--- src/rtl/uart_pkg.sv ---
// Shared UART transmitter types and frame constants.
package uart_pkg;

  typedef enum logic [1:0] {
    IDLE  = 2'd0,
    START = 2'd1,
    DATA  = 2'd2,
    STOP  = 2'd3
  } tx_state_t;

  localparam int unsigned DATA_BITS = 8;
  localparam int unsigned STOP_BITS = 1;

  // Counter width able to hold 0..n-1, never narrower than one bit.
  function automatic int unsigned cnt_width(input int unsigned n);
    return (n > 1) ? $clog2(n) : 1;
  endfunction

endpackage

--- src/rtl/uart_tx_fifo.sv ---
// Synchronous FIFO queueing bytes in front of the UART transmitter.
// Read data is show-ahead: rd_data always presents the head entry.
// DEPTH must be a power of two so the pointers wrap by overflow.
module uart_tx_fifo
  import uart_pkg::*;
#(
  parameter int unsigned WIDTH = 8,
  parameter int unsigned DEPTH = 4
) (
  input  logic             clk,
  input  logic             reset,
  input  logic [WIDTH-1:0] wr_data,
  input  logic             wr_en,
  input  logic             rd_en,
  output logic [WIDTH-1:0] rd_data,
  output logic             full,
  output logic             empty
);

  localparam int unsigned AW = $clog2(DEPTH);

  logic [WIDTH-1:0] mem [DEPTH];
  logic [AW-1:0]    wr_ptr;
  logic [AW-1:0]    rd_ptr;
  logic [AW:0]      count;
  logic [AW:0]      count_next;
  logic             do_wr;
  logic             do_rd;

  // Writes while full and reads while empty are dropped.
  assign do_wr   = wr_en && !full;
  assign do_rd   = rd_en && !empty;
  assign rd_data = mem[rd_ptr];

  // Occupancy after this edge; simultaneous push and pop leave it unchanged.
  always_comb begin
    count_next = count;
    case ({do_wr, do_rd})
      2'b10:   count_next = count + (AW+1)'(1);
      2'b01:   count_next = count - (AW+1)'(1);
      default: count_next = count;
    endcase
  end

  // Storage array; contents need no reset since occupancy guards reads.
  always_ff @(posedge clk) begin
    if (do_wr) mem[wr_ptr] <= wr_data;
  end

  // Pointers, occupancy and registered full/empty flags.
  always_ff @(posedge clk) begin
    if (reset) begin
      wr_ptr <= '0;
      rd_ptr <= '0;
      count  <= '0;
      full   <= 1'b0;
      empty  <= 1'b1;
    end else begin
      if (do_wr) wr_ptr <= wr_ptr + AW'(1);
      if (do_rd) rd_ptr <= rd_ptr + AW'(1);
      count <= count_next;
      full  <= (count_next == (AW+1)'(DEPTH));
      empty <= (count_next == '0);
    end
  end

endmodule

--- src/rtl/uart_tx.sv ---
// 8N1 UART transmitter with a small input FIFO.
// The line and status outputs are registered from the FSM state, so they
// trail the state by one cycle; a byte accepted into an empty FIFO reaches
// the line as a falling start edge two cycles after acceptance.
module uart_tx
  import uart_pkg::*;
#(
  parameter int unsigned CLK_FREQ   = 100_000_000,
  parameter int unsigned BAUD_RATE  = 9600,
  parameter int unsigned FIFO_DEPTH = 4
) (
  input  logic       clk,
  input  logic       reset,
  input  logic [7:0] tx_data,
  input  logic       tx_valid,
  output logic       tx_ready,
  output logic       tx,
  output logic       tx_busy,
  output logic       tx_done
);

  localparam int unsigned    BIT_CYCLES = CLK_FREQ / BAUD_RATE;
  localparam int unsigned    CW         = cnt_width(BIT_CYCLES);
  localparam int unsigned    IW         = cnt_width(DATA_BITS);
  localparam logic [CW-1:0]  BIT_LAST   = CW'(BIT_CYCLES - 1);
  localparam logic [IW-1:0]  DATA_LAST  = IW'(DATA_BITS - 1);
  localparam logic [IW-1:0]  STOP_LAST  = IW'(STOP_BITS - 1);

  tx_state_t            state;
  logic [CW-1:0]        bit_cnt;
  logic [IW-1:0]        bit_idx;
  logic [DATA_BITS-1:0] shift;
  logic                 bit_end;
  logic                 push;
  logic                 pop;
  logic                 fifo_full;
  logic                 fifo_empty;
  logic [7:0]           fifo_rd_data;

  assign tx_ready = !fifo_full;
  assign push     = tx_valid && tx_ready;
  assign pop      = (state == IDLE) && !fifo_empty;
  assign bit_end  = (bit_cnt == BIT_LAST);

  uart_tx_fifo #(
    .WIDTH (8),
    .DEPTH (FIFO_DEPTH)
  ) u_fifo (
    .clk     (clk),
    .reset   (reset),
    .wr_data (tx_data),
    .wr_en   (push),
    .rd_en   (pop),
    .rd_data (fifo_rd_data),
    .full    (fifo_full),
    .empty   (fifo_empty)
  );

  // Frame sequencer: bit-period counter, bit index and data shifter.
  always_ff @(posedge clk) begin
    if (reset) begin
      state   <= IDLE;
      bit_cnt <= '0;
      bit_idx <= '0;
      shift   <= '0;
    end else begin
      case (state)
        IDLE: begin
          bit_cnt <= '0;
          bit_idx <= '0;
          if (!fifo_empty) begin
            shift <= fifo_rd_data;
            state <= START;
          end
        end
        START: begin
          if (bit_end) begin
            bit_cnt <= '0;
            bit_idx <= '0;
            state   <= DATA;
          end else begin
            bit_cnt <= bit_cnt + CW'(1);
          end
        end
        DATA: begin
          if (bit_end) begin
            bit_cnt <= '0;
            shift   <= shift >> 1;
            if (bit_idx == DATA_LAST) begin
              bit_idx <= '0;
              state   <= STOP;
            end else begin
              bit_idx <= bit_idx + IW'(1);
            end
          end else begin
            bit_cnt <= bit_cnt + CW'(1);
          end
        end
        STOP: begin
          if (bit_end) begin
            bit_cnt <= '0;
            if (bit_idx == STOP_LAST) begin
              bit_idx <= '0;
              state   <= IDLE;
            end else begin
              bit_idx <= bit_idx + IW'(1);
            end
          end else begin
            bit_cnt <= bit_cnt + CW'(1);
          end
        end
        default: state <= IDLE;
      endcase
    end
  end

  // Registered line and status outputs decoded from the current state.
  always_ff @(posedge clk) begin
    if (reset) begin
      tx      <= 1'b1;
      tx_busy <= 1'b0;
      tx_done <= 1'b0;
    end else begin
      tx_busy <= (state != IDLE);
      tx_done <= (state == STOP) && bit_end && (bit_idx == STOP_LAST);
      case (state)
        START:   tx <= 1'b0;
        DATA:    tx <= shift[0];
        default: tx <= 1'b1;
      endcase
    end
  end

endmodule

--- config.mk ---
export PLATFORM = sky130hd
export DESIGN_NAME = uart_tx
export DESIGN_NICKNAME = d
export VERILOG_FILES = /design/src/rtl/uart_pkg.sv /design/src/rtl/uart_tx_fifo.sv /design/src/rtl/uart_tx.sv
export SDC_FILE = /design/constraint.sdc
export NUM_CORES = 1
export LEC_CHECK = 0
export ABC_AREA = 1
export BUFFER_PORTS_ARGS = -buffer_cell sky130_fd_sc_hd__buf_2
export CAP_MARGIN = 20
export CORE_MARGIN = 4
export CORE_UTILIZATION = 45
export DETAILED_ROUTE_END_ITERATION = 8
export GPL_TIMING_DRIVEN = 0
export PLACE_DENSITY = 0.62
export SLEW_MARGIN = 20
export SYNTH_ARGS = -nofsm -noshare
export SYNTH_HDL_FRONTEND = slang
export SYNTH_HIERARCHICAL = 1
export SYNTH_SLANG_ARGS = --single-unit
--- constraint.sdc ---
create_clock -name clk -period 2.72 [get_ports clk]
set_input_delay 0.136 -clock clk [delete_from_list [all_inputs] [get_ports clk]]
set_output_delay 0.136 -clock clk [all_outputs]
set_load 0.005 [all_outputs]
==> impl_metrics.ini <==
[logic_synthesis]
netlist_instances = 368
yosysWarnings = 6
ys_types = 33
synth_nets = 394
synth-seq-area-share = 0.5361
syn_avg_cell_area_um2 = 9.030
ys_ff_latch = 73
syn-cell-area_um2 = 3323

[pwr]
finalPower_mw = 3.307
p_sw_mw = 1.087
cellLeakagePower_nw = 1.508
clkPwrFrac = 0.289
switching_share = 0.3287
p_int_mw = 2.220
pwr-share-comb = 0.282
pwr-share-seq = 0.429
power.density_nw_per_um2 = 861.3
ir_worst_vdd_mv = 0.4659

[sta]
setup_viol = 0
worst_pin_slew_ns = 0.8360
finalCriticalPeriod_ns = 2.426
min_period_over_period = 0.8919
skew_ns = 0.007400
maxSlewHeadroom = 0.4406
worst_slack_ns = 0.2940
hold_violations = 0
slew_violations = 0
fin_setup_tns_ns = 0
rsz0062_at_grt = no
max_freq_ghz = 0.4122
hold-worst-slack_ns = 0.09226

[grt]
grt_pass1_vias = 2306
grt_start_max_net_pins = 15
grt_pass1_wl_mm = 10.43
grt_usage = 0.1526
antenna_found_initial = 0
grt-ovfl-total = 0

[route]
vias_per_cell = 4.897
drt_iter0_drc = 129
drtPass1Iterations = 4
num_vias = 2473
drc = 0
ant_nets = 0
wl_per_cell_um = 12.01
drt_wl_total_mm = 6.066

[clocking]
numCtsBuffers = 9
clockBufferDepth = 2
cts_root_buf = clkbuf_8
clk_pin_slew_worst_paths_ns = 0.08
clk_latency_ns = 0.35
cts_tree = yes
clock-sinks = 73
cts_setup_buffers = 0
cts_max_level = 3

[layout]
area_growth_pct = 15.55
final_cell_mix = 50 x nor2_1, 50 x nand2_1, 46 x inv_1, 41 x dfxtp_1, 32 x edfxtp_1
diodes = 0
final_nets = 427
final_cell_count_no_fill = 505
drive_gt1_frac = 0.1429

[floorplan]
core-area_um2 = 7214
die-area_um2 = 8824
start_util = 0.4606
die_y_um = 93.94
rows = 31
num_io_pins = 15
die_x_um = 93.94

[place]
dpl.hpwl_mm = 4.166
place.gp.congestion = 0.8599
place_inst = 481
place_ws_ns = 0.1619
portBuffers = 14

[setup_path]
crit_required_ns = 2.97
endpoint_kind = flip-flop
path_max_fanout = 5
start_kind = flip-flop
cp_slowest_cell = fa_1
crit_top_cell = inv_1
path_class = flip-flop to flip-flop
worstPathArrival_ns = 2.67
rr_worst_depth = 14
cp_cell_sequence = inv_1, ha_4, inv_1, or2_1, inv_1, inv_1, nor2_4, ha_1, inv_1, fa_1, o21ai_0, a21oi_1, nand3_1, nand2_1
critPathMaxStageDelay_ns = 0.44

[min_path]
hp-class = input port to flip-flop
hold_depth = 2

[run_status]
status = finished clean

[flow_run]
maxCapViolCount = 0
## registers in the layout, summed over array words and instances, names as in the netlist, named ones only
register       count
shift              8
u_fifo/wr_ptr      2
u_fifo/empty       1
bit_idx            3
u_fifo/full        1
tx_done            1
tx                 1
tx_busy            1
state              2
u_fifo/count       3
bit_cnt           14
u_fifo/mem        32
u_fifo/rd_ptr      2
## power by group through the flow
stage | logic [mW] | clock network, mW | registers (mW)
after floorplan | 0.720 | 0 | 1.41
after global placement | 0.897 | 0 | 1.43
after detailed placement | 0.909 | 0 | 1.44
after CTS | 0.921 | 0.978 | 1.41
after global routing | 1.10 | 1.03 | 1.44
final | 0.934 | 0.956 | 1.42
## area by class of cell
class,count,area [um^2]
flip-flops and latches,73,1782
fillers,693,3374
clock inverters,7,101.3
inverters,51,191.4
multi-input cells,237,1310
repair buffers,22,150.1
clock buffers,9,123.9
well taps,99,123.9
plain buffers,7,57.56
## what timing repair did
item                                    4_1_cts  5_1_grt
hold buffers                                  7        1
gates resized for setup                       0        4
endpoints found under the setup margin        0        4
endpoints found under the hold margin        28        4
## routing by layer
| layer | global-route usage | part of all wire |
|---|---|---|
| met5 | 0 | 0 |
| met2 | 0.2436 | 0.48 |
| met3 | 0.04087 | 0.029 |
| met1 | 0.1945 | 0.47 |
| met4 | 0.06498 | 0.020 |
## path summary, 6_finish.rpt
kind,start,end,slack (ns)
worst max-delay path,state[1],u_fifo/empty,0.29
worst min-delay path,reset,tx_busy,0.09
worst max register to register,state[1],u_fifo/empty,0.29
worst min register to register,bit_cnt[0],bit_cnt[0],0.45
## cell usage after synthesis, drive strengths merged
cell type | number | area share
a21oi | 27 | 0.041
and2 | 1 | 0.0019
buf | 6 | 0.016
clkbuf | 1 | 0.0011
dfxtp | 41 | 0.25
edfxtp | 32 | 0.29
fa | 1 | 0.0060
ha | 14 | 0.053
inv | 51 | 0.058
mux2i | 7 | 0.021
nand2 | 53 | 0.065
nand3 | 22 | 0.035
nand3b | 1 | 0.0023
nand4 | 5 | 0.0094
nor2 | 57 | 0.070
nor3 | 9 | 0.015
o21a | 1 | 0.0023
o21ai | 27 | 0.044
o22ai | 8 | 0.015
or2 | 2 | 0.0038
xnor2 | 1 | 0.0026
xor2 | 1 | 0.0026
## logic make-up after synthesis
family | Yosys count | synth area share
multiplexers | 7 | 0.02109
adder cells (fa/ha/maj) | 15 | 0.05874
XOR/XNOR | 2 | 0.005272
flip-flops | 73 | 0.5361
AO/OA/AOI/OAI | 63 | 0.1020
buffers and inverters | 58 | 0.07492
AND/OR/NAND/NOR | 150 | 0.2018
## worst max-delay path: cells and delay by family, from the launching register on
family / cells / cell delay (ns)
buf+inv: 5 / 0.37
fa+ha+maj: 3 / 0.79
simple gates: 4 / 0.48
flops: 1 / 0.34
compound gates: 2 / 0.33
## metrics by stage
stage | utilization | cell area (um^2)
4_1_cts | 0.5284 | 3812
2_1_floorplan | - | 3323
5_1_grt | 0.5323 | 3840
3_3_place_gp | 0.4875 | 3517
3_5_place_dp | 0.4875 | 3517
6_report | 0.5323 | 3840
Power figures use the tool's default switching activity.
